==> src/rtl/clock_pkg.sv <==
// Shared constants, types and helpers for the alarm-clock timekeeping digits.
package clock_pkg;

    localparam int unsigned SEC_MOD    = 60;
    localparam int unsigned MIN_MOD    = 60;
    localparam int unsigned HOUR24_MOD = 24;
    localparam int unsigned HOUR12_MOD = 12;
    localparam int unsigned DIGIT_W    = 6;

    typedef struct packed {
        logic [3:0] tens;
        logic [3:0] units;
    } bcd2_t;

    typedef enum logic [2:0] {
        OP_HOLD,
        OP_RESET,
        OP_LOAD,
        OP_UP,
        OP_DOWN
    } cnt_op_e;

    // Valid only for 0..99; callers guarantee the range.
    function automatic bcd2_t to_bcd2(input logic [6:0] v);
        bcd2_t r;
        r.tens  = 4'(v / 7'd10);
        r.units = 4'(v % 7'd10);
        return r;
    endfunction

endpackage

==> src/rtl/bin_to_bcd2.sv <==
// Combinational binary (0..99) to two-digit BCD conversion.
module bin_to_bcd2
    import clock_pkg::*;
#(
    parameter int unsigned WIDTH = 6
) (
    input  logic [WIDTH-1:0] bin_i,
    output bcd2_t            bcd_o
);

    always_comb begin
        bcd_o = to_bcd2(7'(bin_i));
    end

endmodule

==> src/rtl/counter_mod.sv <==
// Modulo-N up/down counter digit with load, clamp and combinational carry/borrow-out.
// Optional registered BCD output enabled by macro COUNTER_BCD_EN.
module counter_mod
    import clock_pkg::*;
#(
    parameter int unsigned MODULUS = 60,
    parameter int unsigned WIDTH   = 6,
    parameter int unsigned RST_VAL = 0
) (
    input  logic             clk,
    input  logic             rst,
    input  logic             c,
    input  logic             dir,
    input  logic             ld,
    input  logic [WIDTH-1:0] ld_val,
    output logic [WIDTH-1:0] count,
    output logic             co,
`ifdef COUNTER_BCD_EN
    output logic [7:0]       bcd,
`endif
    output logic             zero
);

    // Compares run at WIDTH+1 bits so MODULUS == 2**WIDTH stays representable.
    localparam logic [WIDTH:0]   MOD_W = (WIDTH+1)'(MODULUS);
    localparam logic [WIDTH:0]   TOP_W = (WIDTH+1)'(MODULUS - 1);
    localparam logic [WIDTH-1:0] TOP_V = WIDTH'(MODULUS - 1);
    localparam logic [WIDTH-1:0] RST_V = WIDTH'(RST_VAL);

    if (MODULUS < 2 || MODULUS > (1 << WIDTH)) begin : g_bad_modulus
        $error("counter_mod: MODULUS out of range 2..2**WIDTH");
    end
    if (RST_VAL >= MODULUS) begin : g_bad_rst_val
        $error("counter_mod: RST_VAL must be below MODULUS");
    end

    logic [WIDTH-1:0] count_q, count_d;
    cnt_op_e          op;
    logic             at_top, at_zero;

    assign at_top  = ({1'b0, count_q} == TOP_W);
    assign at_zero = (count_q == '0);

    always_comb begin
        op = OP_HOLD;
        if (!rst)      op = OP_RESET;
        else if (ld)   op = OP_LOAD;
        else if (c)    op = dir ? OP_DOWN : OP_UP;
    end

    always_comb begin
        count_d = count_q;
        unique case (op)
            OP_RESET: count_d = RST_V;
            OP_LOAD:  count_d = ({1'b0, ld_val} < MOD_W) ? ld_val : TOP_V;
            OP_UP:    count_d = at_top  ? '0    : count_q + 1'b1;
            OP_DOWN:  count_d = at_zero ? TOP_V : count_q - 1'b1;
            default:  count_d = count_q;
        endcase
    end

    always_ff @(posedge clk) begin
        if (!rst) count_q <= RST_V;
        else      count_q <= count_d;
    end

    assign count = count_q;
    assign zero  = at_zero;
    assign co    = ((op == OP_UP) && at_top) || ((op == OP_DOWN) && at_zero);

`ifdef COUNTER_BCD_EN
    if (MODULUS > 100) begin : g_bad_bcd_mod
        $error("counter_mod: BCD output requires MODULUS <= 100");
    end

    bcd2_t bcd_d, bcd_q;

    bin_to_bcd2 #(.WIDTH(WIDTH)) u_bcd (
        .bin_i (count_q),
        .bcd_o (bcd_d)
    );

    always_ff @(posedge clk) begin
        if (!rst) bcd_q <= to_bcd2(7'(RST_VAL));
        else      bcd_q <= bcd_d;
    end

    assign bcd = bcd_q;
`endif

endmodule
==> config.mk <==
export PLATFORM = sky130hd
export DESIGN_NAME = counter_mod
export DESIGN_NICKNAME = d
export VERILOG_FILES = /design/src/rtl/clock_pkg.sv /design/src/rtl/bin_to_bcd2.sv /design/src/rtl/counter_mod.sv
export SDC_FILE = /design/constraint.sdc
export NUM_CORES = 1
export LEC_CHECK = 0
export ABC_AREA = 1
export CAP_MARGIN = 20
export CORE_AREA = 2 2 40 42
export CTS_BUF_LIST = sky130_fd_sc_hd__clkbuf_16
export CTS_CLUSTER_SIZE = 12
export DETAILED_ROUTE_END_ITERATION = 8
export DIE_AREA = 0 0 42 44
export PLACE_DENSITY = 0.83
export SKIP_CTS_REPAIR_TIMING = 1
export SLEW_MARGIN = 0
export SYNTH_ARGS = -nofsm -noshare
export SYNTH_HDL_FRONTEND = slang
export SYNTH_SLANG_ARGS = --single-unit
==> constraint.sdc <==
create_clock -name clk -period 2.1 [get_ports clk]
set_clock_uncertainty 0.1 [all_clocks]
set_input_delay 0.42 -clock clk [delete_from_list [all_inputs] [get_ports clk]]
set_output_delay 0.42 -clock clk [all_outputs]
set_load 0.01 [all_outputs]
Yosys cells after proc, flatten, opt, wreduce, memory -nomap -nowiden
Cells that the tools add are included.
{"block": "word_totals", "register_bits": 6, "in_bits": 11}
{"block": "op_classes", "add_sub_neg": 2, "magnitude_cmp": 1, "n_eq_ne": 5, "mux": 8, "n_reduce_logical": 5}
{"operator": "one-hot mux 6 bit (4 select lines)", "n": 1}
{"operator": "2-to-1 mux 6 bit", "n": 3}
{"operator": "2-to-1 mux 3 bit", "n": 4}
{"operator": "adder 6 x 1 -> 6 bit, second input constant", "n": 1}
{"operator": "equality test 3 x 2 -> 1 bit, second input constant", "n": 2}
{"operator": "equality test 6 bit, second input constant", "n": 1}
{"operator": "logical NOT 6 bit", "n": 1}
{"operator": "less-than comparator 6 bit, second input constant", "n": 1}
{"operator": "subtractor 6 x 1 -> 6 bit, second input constant", "n": 1}
{"operator": "nonzero test 4 bit", "n": 1}
{"operator": "equality test 3 x 1 -> 1 bit, second input constant", "n": 1}
{"operator": "equality test 3 bit, second input constant", "n": 1}
{"operator": "logical AND 1 bit", "n": 2}
{"operator": "logical OR 1 bit", "n": 1}

Longest topological paths before layout
Gate-level depths: netlist of the first run.
{"block": "depth", "depth_word": 7, "ltp_mapped": 8, "mapped_depth_nobuf": 8}

Least setup slack after synthesis of the first run
No wires, ideal clock.
{"block": "synth_path", "path_type": "register to output", "start": "register count_q[0] (netlist: count[0])", "end": "output co", "arrival_time_ps": 1171, "path_slack_ps": 409, "stages_incl_launch_ff": 5, "path_buffers": 0, "cell_sequence": "dfxtp_1 > inv_1 > ha_1 > nand3_2 > o21ai_0"}
{"block": "synth_between", "elab_chain_len": 3, "word_cells_on_any_way": 5, "classes_between": "eq/ne: 1; reduce/logical: 4"}
{"element": "start, declared", "line": "counter_mod.sv:37", "source": "logic [WIDTH-1:0] count_q, count_d;"}
{"element": "start signal, assigned", "line": "counter_mod.sv:64", "source": "else count_q <= count_d;"}
{"element": "equality test 6 bit / logical NOT 6 bit (equally long branches)", "line": "counter_mod.sv:41, counter_mod.sv:42"}
{"element": "logical AND 1 bit", "line": "counter_mod.sv:69", "source": "assign co = ((op == OP_UP) && at_top) || ((op == OP_DOWN) && at_zero);"}
{"element": "logical OR 1 bit (*)", "line": "counter_mod.sv:69"}
{"element": "end, declared", "line": "counter_mod.sv:17", "source": "output logic co,"}
Mark *: on every way between the ends. The rest lies on a longest branch, timed or not.

Worst setup path in the final report of the first run
{"block": "layout_path", "start": "input c", "end": "output co"}
{"block": "layout_between", "elab_chain_len": 6, "word_cells_on_any_way": 8, "classes_between": "eq/ne: 2; mux: 3; reduce/logical: 3"}
{"element": "start, declared", "line": "counter_mod.sv:12", "source": "input logic c,"}
{"element": "2-to-1 mux 3 bit (*)", "line": "counter_mod.sv:48", "source": "else if (c) op = dir ? OP_DOWN : OP_UP;"}
{"element": "2-to-1 mux 3 bit (*)", "line": "counter_mod.sv:47", "source": "else if (ld) op = OP_LOAD;"}
{"element": "2-to-1 mux 3 bit (*)", "line": "counter_mod.sv:46", "source": "if (!rst) op = OP_RESET;"}
{"element": "equality test 3 x 2 -> 1 bit / equality test 3 bit (equally long branches)", "line": "counter_mod.sv:69"}
{"element": "logical AND 1 bit", "line": "counter_mod.sv:69"}
{"element": "logical OR 1 bit (*)", "line": "counter_mod.sv:69"}
Marks and branches as above.

==> metrics.txt, run 1 <==
synthesized instance count=113; setup slack after layout=86.18 ps; Sum Neg Setup Slack=0 ps; CTS tree=yes; gr ovfl total=0; reg2reg start=count[2]; hold path depth=2; vias in the first global route=807; Final nets=158; Worst Max-Slew Pin Slew=314.8 ps; Setup CP Type=input pin to primary output; Hold/Removal Path Class=flop to flop; DIE WIDTH=42 um; core area=1419 um2; Comb pwr share=0.311; Port Buffers=18; CTS Buf Count=3; fillcell total=116; initial antenna violation count=0; drt first-iter violations=28; Clock Latency Late Sink=240 ps; Clk pwr share=0.473; first-pass GRT wire length=3084 um; critical path arrival=1490 ps; fmax=496.6 MHz; max_cap viols=0; die height=44 um; row count=14; Initial Utilization=0.4630; GPL Wtd Cong=0.8635; Syn Area/Cell=5.813 um2; Synth warnings=0; gr usage total=0.2213; max FFs per register=6; sw power=198.8 uW; Worst setup SP type=input pin; H-Tree Depth=1; Final ANT Viol Nets=0; pwr/cell area=668.9 nW/um2; Pre-antenna DRT Iters=4; GR peak layer=met2; final wirelength=1895 um; DR WL/cell=11.92 um; Vias/cell=5.189; global-route met3 utilization=0.03750; DR DRC count=0; IO Count=19; fraction of layout cells with a size suffix above 1=0.2028; Register-to-Register Path Depth=8; Clock transition at path regs=30 ps; R2R setup slack=730 ps; WHS Endpoint=count[1]; Sequential Power Share=0.216; Worst Hold Launch=count[1]; final setup fails=0; Post-Syn Nets=126; r2r endpoint=count[4]; Max FO, Critical Path=2; switch share=0.2939; Slew HR=0.7899; met1 global-route usage=0.2085; Setup crit end kind=primary output; outcome=finished clean; met2 Use GR=0.4375; root buffer cell=clkbuf_16; Worst Setup Slack post-DPL=-317.8 ps; post-route clock period utilization=0.9590; static leakage=0.0005571 uW; Sink Count=6; endpoints failing hold=0; routed vias=825; Diodes inserted=0; Critical Path RT=1580 ps; CTS Buffer Depth=2; die area=1848 um2; pin count of the biggest net entering global routing=8; synthesis-stage register bit count=6; sequential share of the synthesized area=0.1829; Cell Int Power=477.5 uW; minimum clock period=2014 ps; post-DP HPWL=1456 um; post-synthesis cell type count=19; maximum VDD drop=0.0004435 V; Slew Limit Fails=0; area delta synth->final=53.90%; Post-Syn Area=656.9 um2
## cells in the mapped netlist
| cell | n | area (um2) |
|---|---|---|
| nand2_1 | 30 | 112.6 |
| inv_1 | 20 | 75.07 |
| nand3_1 | 13 | 65.06 |
| nor2_1 | 10 | 37.54 |
| dfxtp_1 | 6 | 120.1 |
| nand4_1 | 6 | 37.54 |
| a21oi_1 | 4 | 20.02 |
| nand2_2 | 4 | 25.02 |
| nor2_4 | 4 | 45.04 |
| o21ai_0 | 3 | 15.01 |
| ha_1 | 2 | 25.02 |
| nand3_2 | 2 | 20.02 |
| nor2_2 | 2 | 12.51 |
| o21ai_1 | 2 | 10.01 |
| buf_2 | 1 | 5.000 |
| buf_4 | 1 | 7.510 |
| buf_6 | 1 | 11.26 |
| inv_2 | 1 | 3.750 |
| xor2_1 | 1 | 8.760 |
## per-stage QoR
| step | std cells | power (uW) | instance area (um2) | hold slack, ps | utilization |
|---|---|---|---|---|---|
| after floorplan | 113 | 255.9 | 656.9 | 455.4 | - |
| after global placement | 156 | 348.8 | 923.4 | 392.0 | 0.6508 |
| after detailed placement | 156 | 355.1 | 923.4 | 399.5 | 0.6508 |
| after CTS | 159 | 671.5 | 998.5 | 413.9 | 0.7037 |
| after global routing | 159 | 698.8 | 1011 | 433.8 | 0.7125 |
| final | 159 | 676.2 | 1011 | 410.0 | 0.7125 |
## power groups by stage
| stage | Sequential, uW | Combinational [uW] | Clock [uW] |
|---|---|---|---|
| after floorplan | 145 | 111 | 0 |
| after global placement | 147 | 202 | 0 |
| after detailed placement | 148 | 207 | 0 |
| after CTS | 146 | 211 | 315 |
| after global routing | 148 | 230 | 320 |
| final | 146 | 210 | 320 |
## area by class of cell
type,instances,area [um2],area share
well taps,16,20.02,0.01980
multi-input cells,83,436.7,0.4319
clock buffers,3,75.07,0.07426
flip-flops and latches,6,120.1,0.1188
inverters,21,78.83,0.07797
repair buffers,30,280.3,0.2772
## worst max-delay path, cell delays in order
cell and delay (ps):
clkdlybuf4s50_1 490, nand2_2 80, nor2_4 110, nand2_2 60
o21ai_0 160, dlymetal6s2s_1 180
## cell families (layout without fill, tap and decap cells)
kind of cell | Yosys count | after routing | synth area share
DFF | 6 | 6 | 0.1829
adders and majority gates | 2 | 2 | 0.03809
and+or+nand+nor | 71 | 71 | 0.5410
xor gates and xnor gates | 1 | 1 | 0.01334
AOI/OAI and AO/OA | 9 | 9 | 0.06857
buffers and inverters | 24 | 54 | 0.1562
## placed cells by master (no fill, tap or decap)
cell type	netlist	routed
ha_1	2	1
inv_1	20	20
a21oi_1	4	4
nor2_4	4	4
nand2_1	30	30
ha_2	0	1
o21ai_1	2	2
nor2_2	2	2
nand2_2	4	4
buf_4	1	12
xor2_1	1	1
nand3_2	2	2
inv_2	1	1
nand3_1	13	13
nand4_1	6	6
nor2_1	10	10
clkdlybuf4s50_1	0	14
dlymetal6s2s_1	0	4
dfxtp_1	6	6
clkbuf_16	0	3
o21ai_0	3	3
## per-layer routing
metal	routed length [um]	up-vias
li1	-	415
met1	740	366
met2	982	35
met3	102	9
met4	69	0
met5	0	-
## how the worst max path moves through the flow
stage	startpoint	end
final	c	co
after global routing	c	co
after CTS	rst	co
after detailed placement	rst	co
after global placement	rst	co
after floorplan	count[0]	co
Power figures use the tool's default switching activity.
==> inputs of run 2 (changes only) <==
- SYNTH_HIERARCHICAL: default -> 1
==> results of run 2 <==
Same layout as run 1: the final DEF is identical, and so are final timing and power.
Among the figures that moved: Yosys warning count 0 -> 6
==> RTL change, RTL diff (flow settings as in run 1) <==
Change the parameter `WIDTH` from 6 to 7.
--- a/src/rtl/counter_mod.sv
+++ b/src/rtl/counter_mod.sv
@@ -4,7 +4,7 @@
     import clock_pkg::*;
 #(
     parameter int unsigned MODULUS = 60,
-    parameter int unsigned WIDTH   = 6,
+    parameter int unsigned WIDTH   = 7,
     parameter int unsigned RST_VAL = 0
 ) (
     input  logic             clk,
Interface: changed (resized count and ld_val); port bits go from 19 to 21. No check against the original RTL was run, so the function may have changed too.
==> RTL change against run 1 <==
Sequential share of layout area rose by 0.44 points. Sequential cell count increased by 1. Fmax increased by 1.5%. Area after synthesis is 9.3% higher. Die area unchanged. Combinational power up 12%. Synthesized cell count rose by 8.0%. Worst setup slack gained 0.029 ns. Count of clock-buffer cells in the layout unchanged. Via count rose by 26%. Design area up 12%. Total power rose by 7.1%. Routed wire length is 33% higher. First-iteration DRC count increased by 96%. Largest cell class unchanged.
==> RTL change: results (changes against run 1) <==
Setup path
  – Critical R2R Launch: count[0]
  – Reg-to-reg endpoint: count[5]
  – FF-to-FF path depth: 9 (+1)
  – R2R setup slack: 0.61 ns (-0.12 ns)
  – CP max stage delay: 0.53 ns (+0.04 ns)
  – Worst Setup SP: rst
  – Max FO, Critical Path: 4 (+2)
  – CP arrival: 1.46 ns (-0.03 ns)

Drt
  – Routed len/inst: 14.2 um (+19%)
  – Routed vias: 1038 (+26%)
  – Routed wl met3: 209 um (+100%)
  – Met1 WL: 873 um (+18%)

Final layout
  – Non-Filler Instances: 178 (+12%)
  – Nets: 178 (+13%)
  – Share of cells above drive strength 1: 0.185 (-0.0176)
  – Largest register FFs: 7 (+1)

Min path
  – Hold worst-path end: count[6]
  – Hold Path Stages: 3 (+1)

Synth
  – Main area contributors after synthesis: dfxtp_1 20%, nand2_1 17%, nand3_1 11%, nand4_1 8.7%, nor2_1 7.8%
  – Post-synth top cells: 32 x nand2_1, 16 x nand3_1, 15 x nor2_1
  – Register area share after synthesis: 0.195 (+0.0123)

STA
  – Hold Slack: 0.507 ns (+0.0968 ns)
  – Slew margin rel.: 0.784 (-0.00613)

Outcome
  – Outcome: finished, final reports clean

Power
  – Max IR drop VDD: 457 uV (+3.0%)

GRT
  – Met2 global-route usage: 0.591 (+0.153)
  – Met1 GRT Util: 0.316 (+0.107)
  – Tot GR Track Use: 0.310 (+0.0885)
  – Number of global-route vias before repair: 994 (+23%)
  – Met3 Track Usage GR: 0.0500 (+0.0125)

Placement
  – Port Buffers: 20 (+2)
  – Post-DP Area: 1050 um^2 (+13%)
  – Pre-CTS setup slack: -0.248 ns (+0.0693 ns)
  – RePlAce Congestion: 0.936 (+8.4%)
  – Detailed Place HPWL: 1810 um (+25%)
-- RTL change: changes by cell type after synthesis, sizes merged, moves of 2 or more --
cell,delta
nand3,+2
xor2,+2
inv,-6
a21oi,-2
o21ai,+2
nor2,+2
nand4,+4
nand3b,+2
-- RTL change: cells by family after synthesis --
| group | share of synthesized area |
|---|---|
| xor+xnor | 0.0366 |
| simple gates | 0.528 |
| flops | 0.195 |
| fa+ha+maj | 0.0523 |
| buf+inv | 0.117 |
| compound gates | 0.0714 |
-- RTL change: power breakdown --
group | switching, mW | total (mW) | internal, mW
registers | 0.0146 | 0.160 | 0.146
clock network | 0.0798 | 0.328 | 0.248
logic | 0.120 | 0.236 | 0.115
total | 0.215 | 0.724 | 0.510
-- RTL change: cell type report --
cell class,instances,area (um^2),share of cell area
repair buffers,39,348,0.306
multi-input cells,97,494,0.435
clock buffers,3,75.1,0.0660
inverters,15,56.3,0.0495
clock inverters,1,3.75,0.00330
well taps,16,20.0,0.0176
flip-flops and latches,7,140,0.123
